$ cat src/rtl/id_ex_pipe_reg_if.sv
// ---------------------------------------------------------------------------
// id_ex_pipe_reg_if
// Purpose : Bundles the decode-stage inputs, hazard-unit controls and
//           execute-stage outputs of the ID/EX pipeline register.
// Modports:
//   master - decode stage / hazard unit side. It drives FlushE, StallE,
//            ClearCount and every *D field, and observes every *E field
//            plus ValidE and BubbleCount.
//   slave  - the pipeline register itself. It has the opposite directions.
// Parameters: DATA_WIDTH, REG_ADDR_WIDTH, COUNT_WIDTH (field widths)
// ---------------------------------------------------------------------------
interface id_ex_pipe_reg_if #(
    parameter int DATA_WIDTH     = 32,
    parameter int REG_ADDR_WIDTH = 5,
    parameter int COUNT_WIDTH    = 16
);
    // Hazard / debug controls
    logic                      FlushE;
    logic                      StallE;
    logic                      ClearCount;

    // Decode-stage fields
    logic                      RegWriteD;
    logic                      MemtoRegD;
    logic                      MemWriteD;
    logic [2:0]                ALUControlD;
    logic                      ALUSrcD;
    logic                      RegDstD;
    logic [DATA_WIDTH-1:0]     RD1D;
    logic [DATA_WIDTH-1:0]     RD2D;
    logic [REG_ADDR_WIDTH-1:0] RsD;
    logic [REG_ADDR_WIDTH-1:0] RtD;
    logic [REG_ADDR_WIDTH-1:0] RdD;
    logic [DATA_WIDTH-1:0]     SignImmD;

    // Execute-stage fields
    logic                      RegWriteE;
    logic                      MemtoRegE;
    logic                      MemWriteE;
    logic [2:0]                ALUControlE;
    logic                      ALUSrcE;
    logic                      RegDstE;
    logic [DATA_WIDTH-1:0]     RD1E;
    logic [DATA_WIDTH-1:0]     RD2E;
    logic [REG_ADDR_WIDTH-1:0] RsE;
    logic [REG_ADDR_WIDTH-1:0] RtE;
    logic [REG_ADDR_WIDTH-1:0] RdE;
    logic [DATA_WIDTH-1:0]     SignImmE;
    logic [REG_ADDR_WIDTH-1:0] WriteRegE;
    logic                      ValidE;
    logic [COUNT_WIDTH-1:0]    BubbleCount;

    modport master (
        output FlushE, StallE, ClearCount,
        output RegWriteD, MemtoRegD, MemWriteD, ALUControlD, ALUSrcD, RegDstD,
        output RD1D, RD2D, RsD, RtD, RdD, SignImmD,
        input  RegWriteE, MemtoRegE, MemWriteE, ALUControlE, ALUSrcE, RegDstE,
        input  RD1E, RD2E, RsE, RtE, RdE, SignImmE, WriteRegE, ValidE, BubbleCount
    );

    modport slave (
        input  FlushE, StallE, ClearCount,
        input  RegWriteD, MemtoRegD, MemWriteD, ALUControlD, ALUSrcD, RegDstD,
        input  RD1D, RD2D, RsD, RtD, RdD, SignImmD,
        output RegWriteE, MemtoRegE, MemWriteE, ALUControlE, ALUSrcE, RegDstE,
        output RD1E, RD2E, RsE, RtE, RdE, SignImmE, WriteRegE, ValidE, BubbleCount
    );
endinterface

$ cat src/rtl/id_ex_pipe_reg.sv
// ---------------------------------------------------------------------------
// id_ex_pipe_reg
// Purpose : Decode-to-execute pipeline register of the 5-stage MIPS core.
//           It captures the decoded control bits, operands and register
//           specifiers, and inserts a bubble on FlushE. It holds its contents
//           on StallE. It also keeps a saturating count of inserted bubbles.
// Ports   :
//   clk   - clock; all state updates on the rising edge
//   rst_n - synchronous active-low reset
//   bus   - id_ex_pipe_reg_if.slave carrying FlushE/StallE/ClearCount,
//           all *D inputs, all *E outputs, WriteRegE, ValidE, BubbleCount
// ---------------------------------------------------------------------------
module id_ex_pipe_reg #(
    parameter int DATA_WIDTH     = 32,
    parameter int REG_ADDR_WIDTH = 5,
    parameter int COUNT_WIDTH    = 16
) (
    input  logic              clk,
    input  logic              rst_n,
    id_ex_pipe_reg_if.slave   bus
);

    // One E-stage slot. An all-zero value is both the reset state and a
    // bubble. A bubble therefore never writes state, and its zeroed
    // specifiers point at register 0, which never forwards.
    typedef struct packed {
        logic                      regWrite;
        logic                      memtoReg;
        logic                      memWrite;
        logic [2:0]                aluControl;
        logic                      aluSrc;
        logic                      regDst;
        logic [DATA_WIDTH-1:0]     rd1;
        logic [DATA_WIDTH-1:0]     rd2;
        logic [REG_ADDR_WIDTH-1:0] rs;
        logic [REG_ADDR_WIDTH-1:0] rt;
        logic [REG_ADDR_WIDTH-1:0] rd;
        logic [DATA_WIDTH-1:0]     signImm;
        logic                      valid;
    } eSlot_t;

    eSlot_t                 eSlot;
    eSlot_t                 dSlot;
    logic [COUNT_WIDTH-1:0] bubbleCount;

    // Decode-stage fields as they would look once captured.
    always_comb begin
        dSlot            = '0;
        dSlot.regWrite   = bus.RegWriteD;
        dSlot.memtoReg   = bus.MemtoRegD;
        dSlot.memWrite   = bus.MemWriteD;
        dSlot.aluControl = bus.ALUControlD;
        dSlot.aluSrc     = bus.ALUSrcD;
        dSlot.regDst     = bus.RegDstD;
        dSlot.rd1        = bus.RD1D;
        dSlot.rd2        = bus.RD2D;
        dSlot.rs         = bus.RsD;
        dSlot.rt         = bus.RtD;
        dSlot.rd         = bus.RdD;
        dSlot.signImm    = bus.SignImmD;
        dSlot.valid      = 1'b1;
    end

    // Flush beats stall. A stalled instruction hit by a flush is discarded.
    // NOTE: state registers use non-blocking (<=) so every flop samples
    // pre-edge values regardless of the order the blocks are evaluated in.
    always_ff @(posedge clk) begin
        if (!rst_n) begin
            eSlot <= '0;
        end else if (bus.FlushE) begin
            eSlot <= '0;
        end else if (!bus.StallE) begin
            eSlot <= dSlot;
        end
    end

    // Bubble counter. A clear that coincides with a flush still counts that
    // flush. The increment stops at all-ones rather than wrapping.
    always_ff @(posedge clk) begin
        if (!rst_n) begin
            bubbleCount <= '0;
        end else if (bus.ClearCount) begin
            bubbleCount <= bus.FlushE ? COUNT_WIDTH'(1) : '0;
        end else if (bus.FlushE && (bubbleCount != '1)) begin
            bubbleCount <= bubbleCount + COUNT_WIDTH'(1);
        end
    end

    assign bus.RegWriteE   = eSlot.regWrite;
    assign bus.MemtoRegE   = eSlot.memtoReg;
    assign bus.MemWriteE   = eSlot.memWrite;
    assign bus.ALUControlE = eSlot.aluControl;
    assign bus.ALUSrcE     = eSlot.aluSrc;
    assign bus.RegDstE     = eSlot.regDst;
    assign bus.RD1E        = eSlot.rd1;
    assign bus.RD2E        = eSlot.rd2;
    assign bus.RsE         = eSlot.rs;
    assign bus.RtE         = eSlot.rt;
    assign bus.RdE         = eSlot.rd;
    assign bus.SignImmE    = eSlot.signImm;
    assign bus.ValidE      = eSlot.valid;
    assign bus.BubbleCount = bubbleCount;

    // The destination mux sits after the register so the hazard unit sees
    // the E-stage destination in the same cycle.
    assign bus.WriteRegE   = eSlot.regDst ? eSlot.rd : eSlot.rt;

endmodule

$ cat src/flat_wrapper.sv
// flat-port wrapper written by rule: the top's interface ports become plain ports
module id_ex_pipe_reg_flat 
#(
    parameter int DATA_WIDTH     = 32,
    parameter int REG_ADDR_WIDTH = 5,
    parameter int COUNT_WIDTH    = 16
)
  (clk, rst_n, bus_FlushE, bus_StallE, bus_ClearCount, bus_RegWriteD, bus_MemtoRegD, bus_MemWriteD, bus_ALUControlD, bus_ALUSrcD, bus_RegDstD, bus_RD1D, bus_RD2D, bus_RsD, bus_RtD, bus_RdD, bus_SignImmD, bus_RegWriteE, bus_MemtoRegE, bus_MemWriteE, bus_ALUControlE, bus_ALUSrcE, bus_RegDstE, bus_RD1E, bus_RD2E, bus_RsE, bus_RtE, bus_RdE, bus_SignImmE, bus_WriteRegE, bus_ValidE, bus_BubbleCount);
  id_ex_pipe_reg_if #(.DATA_WIDTH(DATA_WIDTH), .REG_ADDR_WIDTH(REG_ADDR_WIDTH), .COUNT_WIDTH(COUNT_WIDTH)) bus_i ();
  input  logic clk;
  input  logic rst_n;
  input wire logic [$bits(bus_i.FlushE)-1:0] bus_FlushE;
  input wire logic [$bits(bus_i.StallE)-1:0] bus_StallE;
  input wire logic [$bits(bus_i.ClearCount)-1:0] bus_ClearCount;
  input wire logic [$bits(bus_i.RegWriteD)-1:0] bus_RegWriteD;
  input wire logic [$bits(bus_i.MemtoRegD)-1:0] bus_MemtoRegD;
  input wire logic [$bits(bus_i.MemWriteD)-1:0] bus_MemWriteD;
  input wire logic [$bits(bus_i.ALUControlD)-1:0] bus_ALUControlD;
  input wire logic [$bits(bus_i.ALUSrcD)-1:0] bus_ALUSrcD;
  input wire logic [$bits(bus_i.RegDstD)-1:0] bus_RegDstD;
  input wire logic [$bits(bus_i.RD1D)-1:0] bus_RD1D;
  input wire logic [$bits(bus_i.RD2D)-1:0] bus_RD2D;
  input wire logic [$bits(bus_i.RsD)-1:0] bus_RsD;
  input wire logic [$bits(bus_i.RtD)-1:0] bus_RtD;
  input wire logic [$bits(bus_i.RdD)-1:0] bus_RdD;
  input wire logic [$bits(bus_i.SignImmD)-1:0] bus_SignImmD;
  output wire logic [$bits(bus_i.RegWriteE)-1:0] bus_RegWriteE;
  output wire logic [$bits(bus_i.MemtoRegE)-1:0] bus_MemtoRegE;
  output wire logic [$bits(bus_i.MemWriteE)-1:0] bus_MemWriteE;
  output wire logic [$bits(bus_i.ALUControlE)-1:0] bus_ALUControlE;
  output wire logic [$bits(bus_i.ALUSrcE)-1:0] bus_ALUSrcE;
  output wire logic [$bits(bus_i.RegDstE)-1:0] bus_RegDstE;
  output wire logic [$bits(bus_i.RD1E)-1:0] bus_RD1E;
  output wire logic [$bits(bus_i.RD2E)-1:0] bus_RD2E;
  output wire logic [$bits(bus_i.RsE)-1:0] bus_RsE;
  output wire logic [$bits(bus_i.RtE)-1:0] bus_RtE;
  output wire logic [$bits(bus_i.RdE)-1:0] bus_RdE;
  output wire logic [$bits(bus_i.SignImmE)-1:0] bus_SignImmE;
  output wire logic [$bits(bus_i.WriteRegE)-1:0] bus_WriteRegE;
  output wire logic [$bits(bus_i.ValidE)-1:0] bus_ValidE;
  output wire logic [$bits(bus_i.BubbleCount)-1:0] bus_BubbleCount;
  assign bus_i.FlushE = bus_FlushE;
  assign bus_i.StallE = bus_StallE;
  assign bus_i.ClearCount = bus_ClearCount;
  assign bus_i.RegWriteD = bus_RegWriteD;
  assign bus_i.MemtoRegD = bus_MemtoRegD;
  assign bus_i.MemWriteD = bus_MemWriteD;
  assign bus_i.ALUControlD = bus_ALUControlD;
  assign bus_i.ALUSrcD = bus_ALUSrcD;
  assign bus_i.RegDstD = bus_RegDstD;
  assign bus_i.RD1D = bus_RD1D;
  assign bus_i.RD2D = bus_RD2D;
  assign bus_i.RsD = bus_RsD;
  assign bus_i.RtD = bus_RtD;
  assign bus_i.RdD = bus_RdD;
  assign bus_i.SignImmD = bus_SignImmD;
  assign bus_RegWriteE = bus_i.RegWriteE;
  assign bus_MemtoRegE = bus_i.MemtoRegE;
  assign bus_MemWriteE = bus_i.MemWriteE;
  assign bus_ALUControlE = bus_i.ALUControlE;
  assign bus_ALUSrcE = bus_i.ALUSrcE;
  assign bus_RegDstE = bus_i.RegDstE;
  assign bus_RD1E = bus_i.RD1E;
  assign bus_RD2E = bus_i.RD2E;
  assign bus_RsE = bus_i.RsE;
  assign bus_RtE = bus_i.RtE;
  assign bus_RdE = bus_i.RdE;
  assign bus_SignImmE = bus_i.SignImmE;
  assign bus_WriteRegE = bus_i.WriteRegE;
  assign bus_ValidE = bus_i.ValidE;
  assign bus_BubbleCount = bus_i.BubbleCount;
  id_ex_pipe_reg #(.DATA_WIDTH(DATA_WIDTH), .REG_ADDR_WIDTH(REG_ADDR_WIDTH), .COUNT_WIDTH(COUNT_WIDTH)) u_core (.clk(clk), .rst_n(rst_n), .bus(bus_i));
endmodule
$ cat config.mk
export PLATFORM = sky130hd
export DESIGN_NAME = id_ex_pipe_reg_flat
export DESIGN_NICKNAME = d
export VERILOG_FILES = /design/src/rtl/id_ex_pipe_reg_if.sv /design/src/rtl/id_ex_pipe_reg.sv /design/src/flat_wrapper.sv
export SDC_FILE = /design/constraint.sdc
export NUM_CORES = 1
export LEC_CHECK = 0
export BUFFER_PORTS_ARGS = -buffer_cell sky130_fd_sc_hd__buf_2
export CAP_MARGIN = 0
export CORE_MARGIN = 2
export CORE_UTILIZATION = 45
export CTS_CLUSTER_DIAMETER = 150
export DETAILED_ROUTE_END_ITERATION = 10
export PLACE_DENSITY_LB_ADDON = 0.1
export SLEW_MARGIN = 20
export SYNTH_ARGS = -nofsm -noshare
export SYNTH_HDL_FRONTEND = slang
export SYNTH_SLANG_ARGS = --single-unit
$ cat constraint.sdc
create_clock -name clk -period 2.2 [get_ports clk]
set_input_delay 0.22 -clock clk [delete_from_list [all_inputs] [get_ports clk]]
set_output_delay 0.22 -clock clk [all_outputs]
set_load 0.005 [all_outputs]
==> results of run 1 <==
per-stage QoR:
step                        util  area, um2
after floorplan                -       5046
after global placement    0.5997       6530
after detailed placement  0.5997       6530
after CTS                 0.7695       8378
after global routing      0.7695       8378
final                     0.7695       8378
layout make-up:
| cell class | instances | share of cell area |
|---|---|---|
| clock buffer | 18 | 0.04988 |
| clock inverter | 14 | 0.02733 |
| inverter | 4 | 0.001792 |
| multi-input combinational | 323 | 0.2619 |
| sequential | 136 | 0.3250 |
| tap | 140 | 0.02091 |
| timing repair buffer | 390 | 0.3132 |
worst paths after layout:
path,start,end,slack (ps)
worst max-delay path,u_core.bus.BubbleCount[0],u_core.bus.BubbleCount[4],120
worst min-delay path,bus_StallE,u_core.bus.ValidE,50
worst max register to register,u_core.bus.BubbleCount[0],u_core.bus.BubbleCount[4],120
worst min register to register,u_core.bus.ValidE,u_core.bus.ValidE,450
layer usage:
layer / global-route usage / vias up / wire length, um
li1: - / 2449 / -
met1: 0.2576 / 2397 / 6023
met2: 0.4829 / 199 / 8536
met3: 0.08121 / 31 / 1139
met4: 0.1184 / 0 / 350
met5: 0 / - / 0
report_power, final:
group          switching [mW]  total [mW]  internal (mW)  leakage, nW
Sequential             0.0434        2.58           2.54         1.11
Clock                    1.06        3.12           2.06        0.314
Combinational           0.279       0.677          0.398         2.80
Total                    1.38        6.38           5.00         4.22
worst max-delay path: cells and delay by family (launching register included):
kind	cells	cell delay (ps)
compound gates	3	1210
fa+ha+maj	1	250
flops	1	390
simple gates	1	140
registers in the layout, indices dropped and copies added (netlist names):
| name | count |
|---|---|
| u_core.bus.MemtoRegE | 1 |
| u_core.bus.RD2E | 32 |
| u_core.bus.SignImmE | 32 |
| u_core.bus.RegDstE | 1 |
| u_core.bus.ValidE | 1 |
| u_core.bus.BubbleCount | 16 |
| u_core.bus.ALUSrcE | 1 |
| u_core.bus.MemWriteE | 1 |
| u_core.bus.RsE | 5 |
| u_core.bus.RegWriteE | 1 |
| u_core.bus.RtE | 5 |
| u_core.bus.ALUControlE | 3 |
| u_core.bus.RdE | 5 |
| u_core.bus.RD1E | 32 |
cell usage after synthesis, types with 2 or more instances:
library cell,count
nor4_1,2
mux2i_1,120
a21oi_1,10
clkbuf_1,21
nand3_1,8
mux2_2,5
inv_1,4
nor2_1,123
nor3_1,3
o41ai_1,4
dfxtp_1,136
o21ai_0,6
or3_1,4
o311ai_0,3
or4_1,6
nand2b_1,3
nand2_1,11
o31ai_1,4
buf_1,10
nand4_1,2
cell families (layout without fill, tap and decap cells):
logic type               Yosys count  in the layout  share of synthesized area
buffers and inverters             36            426                    0.02703
multiplexers                     125            125                     0.2492
AO/OA/AOI/OAI                     30             30                    0.04067
AND/OR/NAND/NOR                  167            167                     0.1411
adder cells (fa/ha/maj)            1              1                   0.002479
flip-flops                       136            136                     0.5395
==> impl_results.md, run 1 <==
- Drt first pass iters: 4
- Commonest non-fill, non-tap cells in the layout: buf_2, dfxtp_1, nor2_1
- Fin Clk Skew: around 4 ps
- Pwr Density: about 760 nW/um2
- Min cycle time layout: about 2100 ps
- Ports: 265
- YS warnings: 0
- # setup viols final: 0
- Fin nets: roughly 1000
- Worst hold path class: input port to register
- FF+latch count, synth: between 100 and 150
- Ant. Diodes: 0
- Clock-pin transition on the worst setup and hold timing paths: ~60 ps
- Vias: around 5000
- Mapped Cells: around 500
- RSZ-0062 raised after global routing: false
- Crit path DAT: between 2000 and 3000 ps
- Crit path cell chain: ha_1, nand3_1, o41ai_2, o21ai_0, a21oi_1
- # Max-Cap Violations: 0
- Inst Count DP: slightly below 900
- # DRC: 0
- Slew Limit Headroom: 0.4797
- Total GRT Usage: 0.2582
- Fillers: 719
- Worst-Margin Slew: 772.1 ps
- Core Area: 10890 um2
- FF/Latch Area: 2723 um2
- Post-CTS setup buffers: 0
- Tightest hold margin: 47.12 ps
- Largest fanout on the critical path: 9
- Area Overhead vs Synth: 66.03%
- Startpoint types: register
- Initial DRC Count: between 200 and 300
- H-Tree Depth: 4
- Status: finished, final reports clean
- First-pass GRT wire length: ~24000 um
- Post-synth top flop: dfxtp_1
- Synth Cell Area: 5046 um2
- Yosys top cell by area: dfxtp_1
- Die width: ~110 um
- VDD IR max: between 0.6 and 0.7 mV
- Initial antenna violation count: 0
- Most common cell after layout, fill and taps aside: buf_2
- Post-CTS Resized: 0
- Grt total ovfl: 0
- Net Count, Synth: slightly above 600
- Row count: 38
- Pins over their slew limit: 0
- CTS tree: built
- Hold Buf Count CTS: between 100 and 150
- Sequential area share after synthesis: 0.5395
- Cell Count, Final, Fillers Out: 1025
- CTS Sinks: between 100 and 150
- Final WL: 16050 um
- Worst Reg-to-Reg Cells: 5
- Setup WS post-layout: ~120 ps
- Clock Latency Late Sink: ~520 ps
- Clock Tree Buf Depth: 2
- Antenna-violating nets left: 0
- Multi-input logic area: ~2200 um2
- Static Leak: 4.217 nW
- Worst hold stages: 2
- Largest net degree at the start of global routing: 51
- Final TNS setup: 0 ps
- Clk root buf: clkbuf_8
- Fmax: 481.1 MHz
- Critical Path End Type: register
- WP data required: approximately 2600 ps
- Layout cells sized above 1: 0.3492
- EDFF count, synth: 0
- WL per Instance: ~16 um
- Async set-reset flop share out of synthesis: 0
- Placement Setup Slack: ~260 ps
- Setup CP Type: register to register
- Hpwl dp: slightly below 10000 um
- Die Area: around 12000 um2
- Vias in the first global route: approximately 5200
- Period utilization: 0.9447
- Hold Vio Cnt, Final: 0
- Synth area leaders: dfxtp_1, mux2i_1, nor2_1
- Post-synth top area share: 0.5395
- Initial Utilization: 0.4635
- Placer Congestion: 0.8904
- Distinct cell type count after synthesis: 30
- Input/output buffers: approximately 260
- CTS Buf Count: 17
- CP max stage delay: approximately 750 ps
- DR vias/cell: approximately 5.0
- Slowest cell on crit path: o41ai_2
- PnR Total Power: ~6.4 mW
- Die boundary height: around 110 um
- Mean Syn Cell Area: between 10 and 15 um2
No activity file was read; power rests on OpenSTA's default activity.
==> run 2: changes to the inputs <==
- BUFFER_PORTS_ARGS: -buffer_cell sky130_fd_sc_hd__buf_2 -> -buffer_cell sky130_fd_sc_hd__buf_4
- CORE_UTILIZATION: 45 -> 27
==> impl_results.md, run 2 (synthesis gave the netlist of run 1 again) <==
- # setup viols final: 0 (unchanged)
- Period utilization: 0.8446 (was 0.9447)
- # DRC: 0 (unchanged)
- Fin Clk Skew: 7.833 ps (was 4.010 ps)
- Fin nets: 879 (was 997)
- Slew Limit Headroom: 0.5734 (was 0.4797)
- Row count: 49 (was 38)
- Worst hold stages: 3 (was 2)
- Switching share of total power: 0.2158 (was 0.2165)
- Logic pwr share: 0.095 (was 0.106)
- DR vias/cell: 4.491 (was 4.952)
- Initial antenna violation count: 0 (unchanged)
- WP data required: 2540 ps (was 2630 ps)
- Input/output buffers: 264 (unchanged)
- CP Buf/Inv Count: 0 (unchanged)
- Vias: 4473 (was 5076)
- Die Area: 19800 um2 (was 12080 um2)
- Tightest hold margin: 32.11 ps (was 47.12 ps)
- Pins over their slew limit: 0 (unchanged)
- # Max-Cap Violations: 0 (unchanged)
- Startpoint types: register (unchanged)
- Clock-pin transition on the worst setup and hold timing paths: 60 ps (about the same)
- Worst Reg-to-Reg Cells: 5 (unchanged)
- Layout cells sized above 1: 0.4068 (was 0.3492)
- Clock Tree Buf Depth: 2 (unchanged)
- RSZ-0062 raised after global routing: false (unchanged)
- Drt first pass iters: 4 (unchanged)
- Fillers: 1772 (was 719)
- WL per Instance: 14.81 um (was 15.66 um)
- Hold Vio Cnt, Final: 0 (unchanged)
- Total GRT Usage: 0.1482 (was 0.2582)
- Core Area: 18150 um2 (was 10890 um2)
- Status: finished, final reports clean (unchanged)
- Sw Pwr: 1.352 mW (was 1.381 mW)
- Most common cell after layout, fill and taps aside: buf_4 (was buf_2)
- Setup slack, reg-to-reg: 340 ps (was 120 ps)
- PnR Total Power: 6.267 mW (was 6.377 mW)
- Clock share of power: 0.493 (was 0.489)
- Area Overhead vs Synth: 57.80% (was 66.03%)
- Worst R2R End: u_core.bus.BubbleCount[10] (was u_core.bus.BubbleCount[4])
- Critical Path End Type: register (unchanged)
- Hpwl dp: 10790 um (was 9836 um)
- Final TNS setup: 0 ps (unchanged)
- Cell Count, Final, Fillers Out: 996 (was 1025)
- Initial DRC Count: 134 (was 278)
- Hold Buf Count CTS: 0 (was 120)
- Ports: 265 (unchanged)
- Largest fanout on the critical path: 9 (unchanged)
- Static Leak: 3.831 nW (was 4.217 nW)
- FF/Latch Area: 2723 um2 (unchanged)
- H-Tree Depth: 4 (unchanged)
- CTS tree: built (unchanged)
- Internal: 4.915 mW (was 4.996 mW)
- Die boundary height: 140.7 um (was 109.9 um)
- VDD IR max: 0.5300 mV (was 0.6068 mV)
- Clock Latency Late Sink: 410 ps (was 520 ps)
- Antenna-violating nets left: 0 (unchanged)
- Ant. Diodes: 0 (unchanged)
- Initial Utilization: 0.2781 (was 0.4635)
- Setup CP Type: register to register (unchanged)
- Worst hold start: bus_RD2D[1] (was bus_StallE)
- Clk root buf: clkbuf_16 (was clkbuf_8)
- Placer Congestion: 0.7771 (was 0.8904)
- Post-CTS setup buffers: 0 (unchanged)
- Crit path cell chain: ha_1, nand3_1, or2_1, or4_1, a21oi_1 (was ha_1, nand3_1, o41ai_2, o21ai_0, a21oi_1)
- Sequential share of power: 0.412 (was 0.405)
- CTS Buf Count: 17 (unchanged)
- Post-CTS Resized: 0 (unchanged)
- Crit path DAT: 2200 ps (was 2510 ps)
- Vias in the first global route: 4430 (was 5192)
- First-pass GRT wire length: 23160 um (was 24200 um)
- Finished Core Util: 0.4388 (was 0.7695)
- Die width: 140.7 um (was 109.9 um)
- Multi-input logic area: 2195 um2 (unchanged)
- Slowest cell on crit path: or4_1 (was o41ai_2)
- Commonest non-fill, non-tap cells in the layout: buf_4, dfxtp_1, nor2_1 (was buf_2, dfxtp_1, nor2_1)
- Min cycle time layout: 1858 ps (was 2078 ps)
- Worst hold path class: input port to register (unchanged)
- Delay-heaviest family, CP: simple AND/OR/NAND/NOR gates (was compound AO/OA/AOI/OAI gates)
- Hold Path Sink: u_core.bus.RD2E[1] (was u_core.bus.ValidE)
- CTS Sinks: 136 (unchanged)
- Worst reg2reg startpoint: u_core.bus.BubbleCount[0] (unchanged)
- Inst Count DP: 964 (was 873)
- Worst-Margin Slew: 638.6 ps (was 772.1 ps)
- Final WL: 14760 um (was 16050 um)
- Fmax: 538.2 MHz (was 481.1 MHz)
- Pwr Density: 787.1 nW/um2 (was 761.2 nW/um2)
- CP max stage delay: 530 ps (was 750 ps)
- Grt total ovfl: 0 (unchanged)
- Largest net degree at the start of global routing: 45 (was 51)
## run 2: worst reg2reg max path: cells and delay by family, from the launching register on
family,cells,cell delay [ps]
and+or+nand+nor,3,980
DFF,1,400
adders and majority gates,1,250
AOI/OAI and AO/OA,1,150
## run 2: final cells by class
type	instances	share of cell area
Inverter	4	0.001886
Clock inverter	11	0.02106
Clock buffer	21	0.06034
Timing Repair Buffer	272	0.2632
Sequential cell	136	0.3419
Multi-Input combinational cell	323	0.2756
Tap cell	229	0.03598
## run 2: power groups by stage
stage	Combinational [mW]	Sequential, mW	Clock (mW)
final	0.596	2.58	3.09
after global routing	0.649	2.59	3.30
after CTS	0.607	2.58	3.18
after detailed placement	0.606	2.63	0
after global placement	0.597	2.63	0
after floorplan	0.246	2.64	0
## run 2: how the worst max path moves through the flow
stage	slack, ps	cells after the start	endpoint	from
6_report	340	5	u_core.bus.BubbleCount[10]	u_core.bus.BubbleCount[0]
3_3_place_gp	400	4	u_core.bus.BubbleCount[9]	u_core.bus.BubbleCount[3]
2_1_floorplan	460	6	u_core.bus.BubbleCount[10]	u_core.bus.BubbleCount[0]
3_5_place_dp	340	5	u_core.bus.BubbleCount[10]	u_core.bus.BubbleCount[0]
5_1_grt	180	5	u_core.bus.BubbleCount[10]	u_core.bus.BubbleCount[0]
4_1_cts	330	5	u_core.bus.BubbleCount[10]	u_core.bus.BubbleCount[0]
## run 2: layer usage
layer  up-vias  global-route usage  share of wire
met4         0             0.06158          0.023
met5         -                   0              0
li1       2216                   -              -
met1      2071              0.1648           0.39
met2       167              0.2488           0.49
met3        19             0.06454          0.094
## run 2: through the flow
stage | setup WS, ps | instance area (um2)
floorplan | 456.3 | 5046
global placement | 404.0 | 7315
detailed placement | 343.6 | 7315
CTS | 330.2 | 7963
global route | 175.9 | 7963
finish | 341.9 | 7963
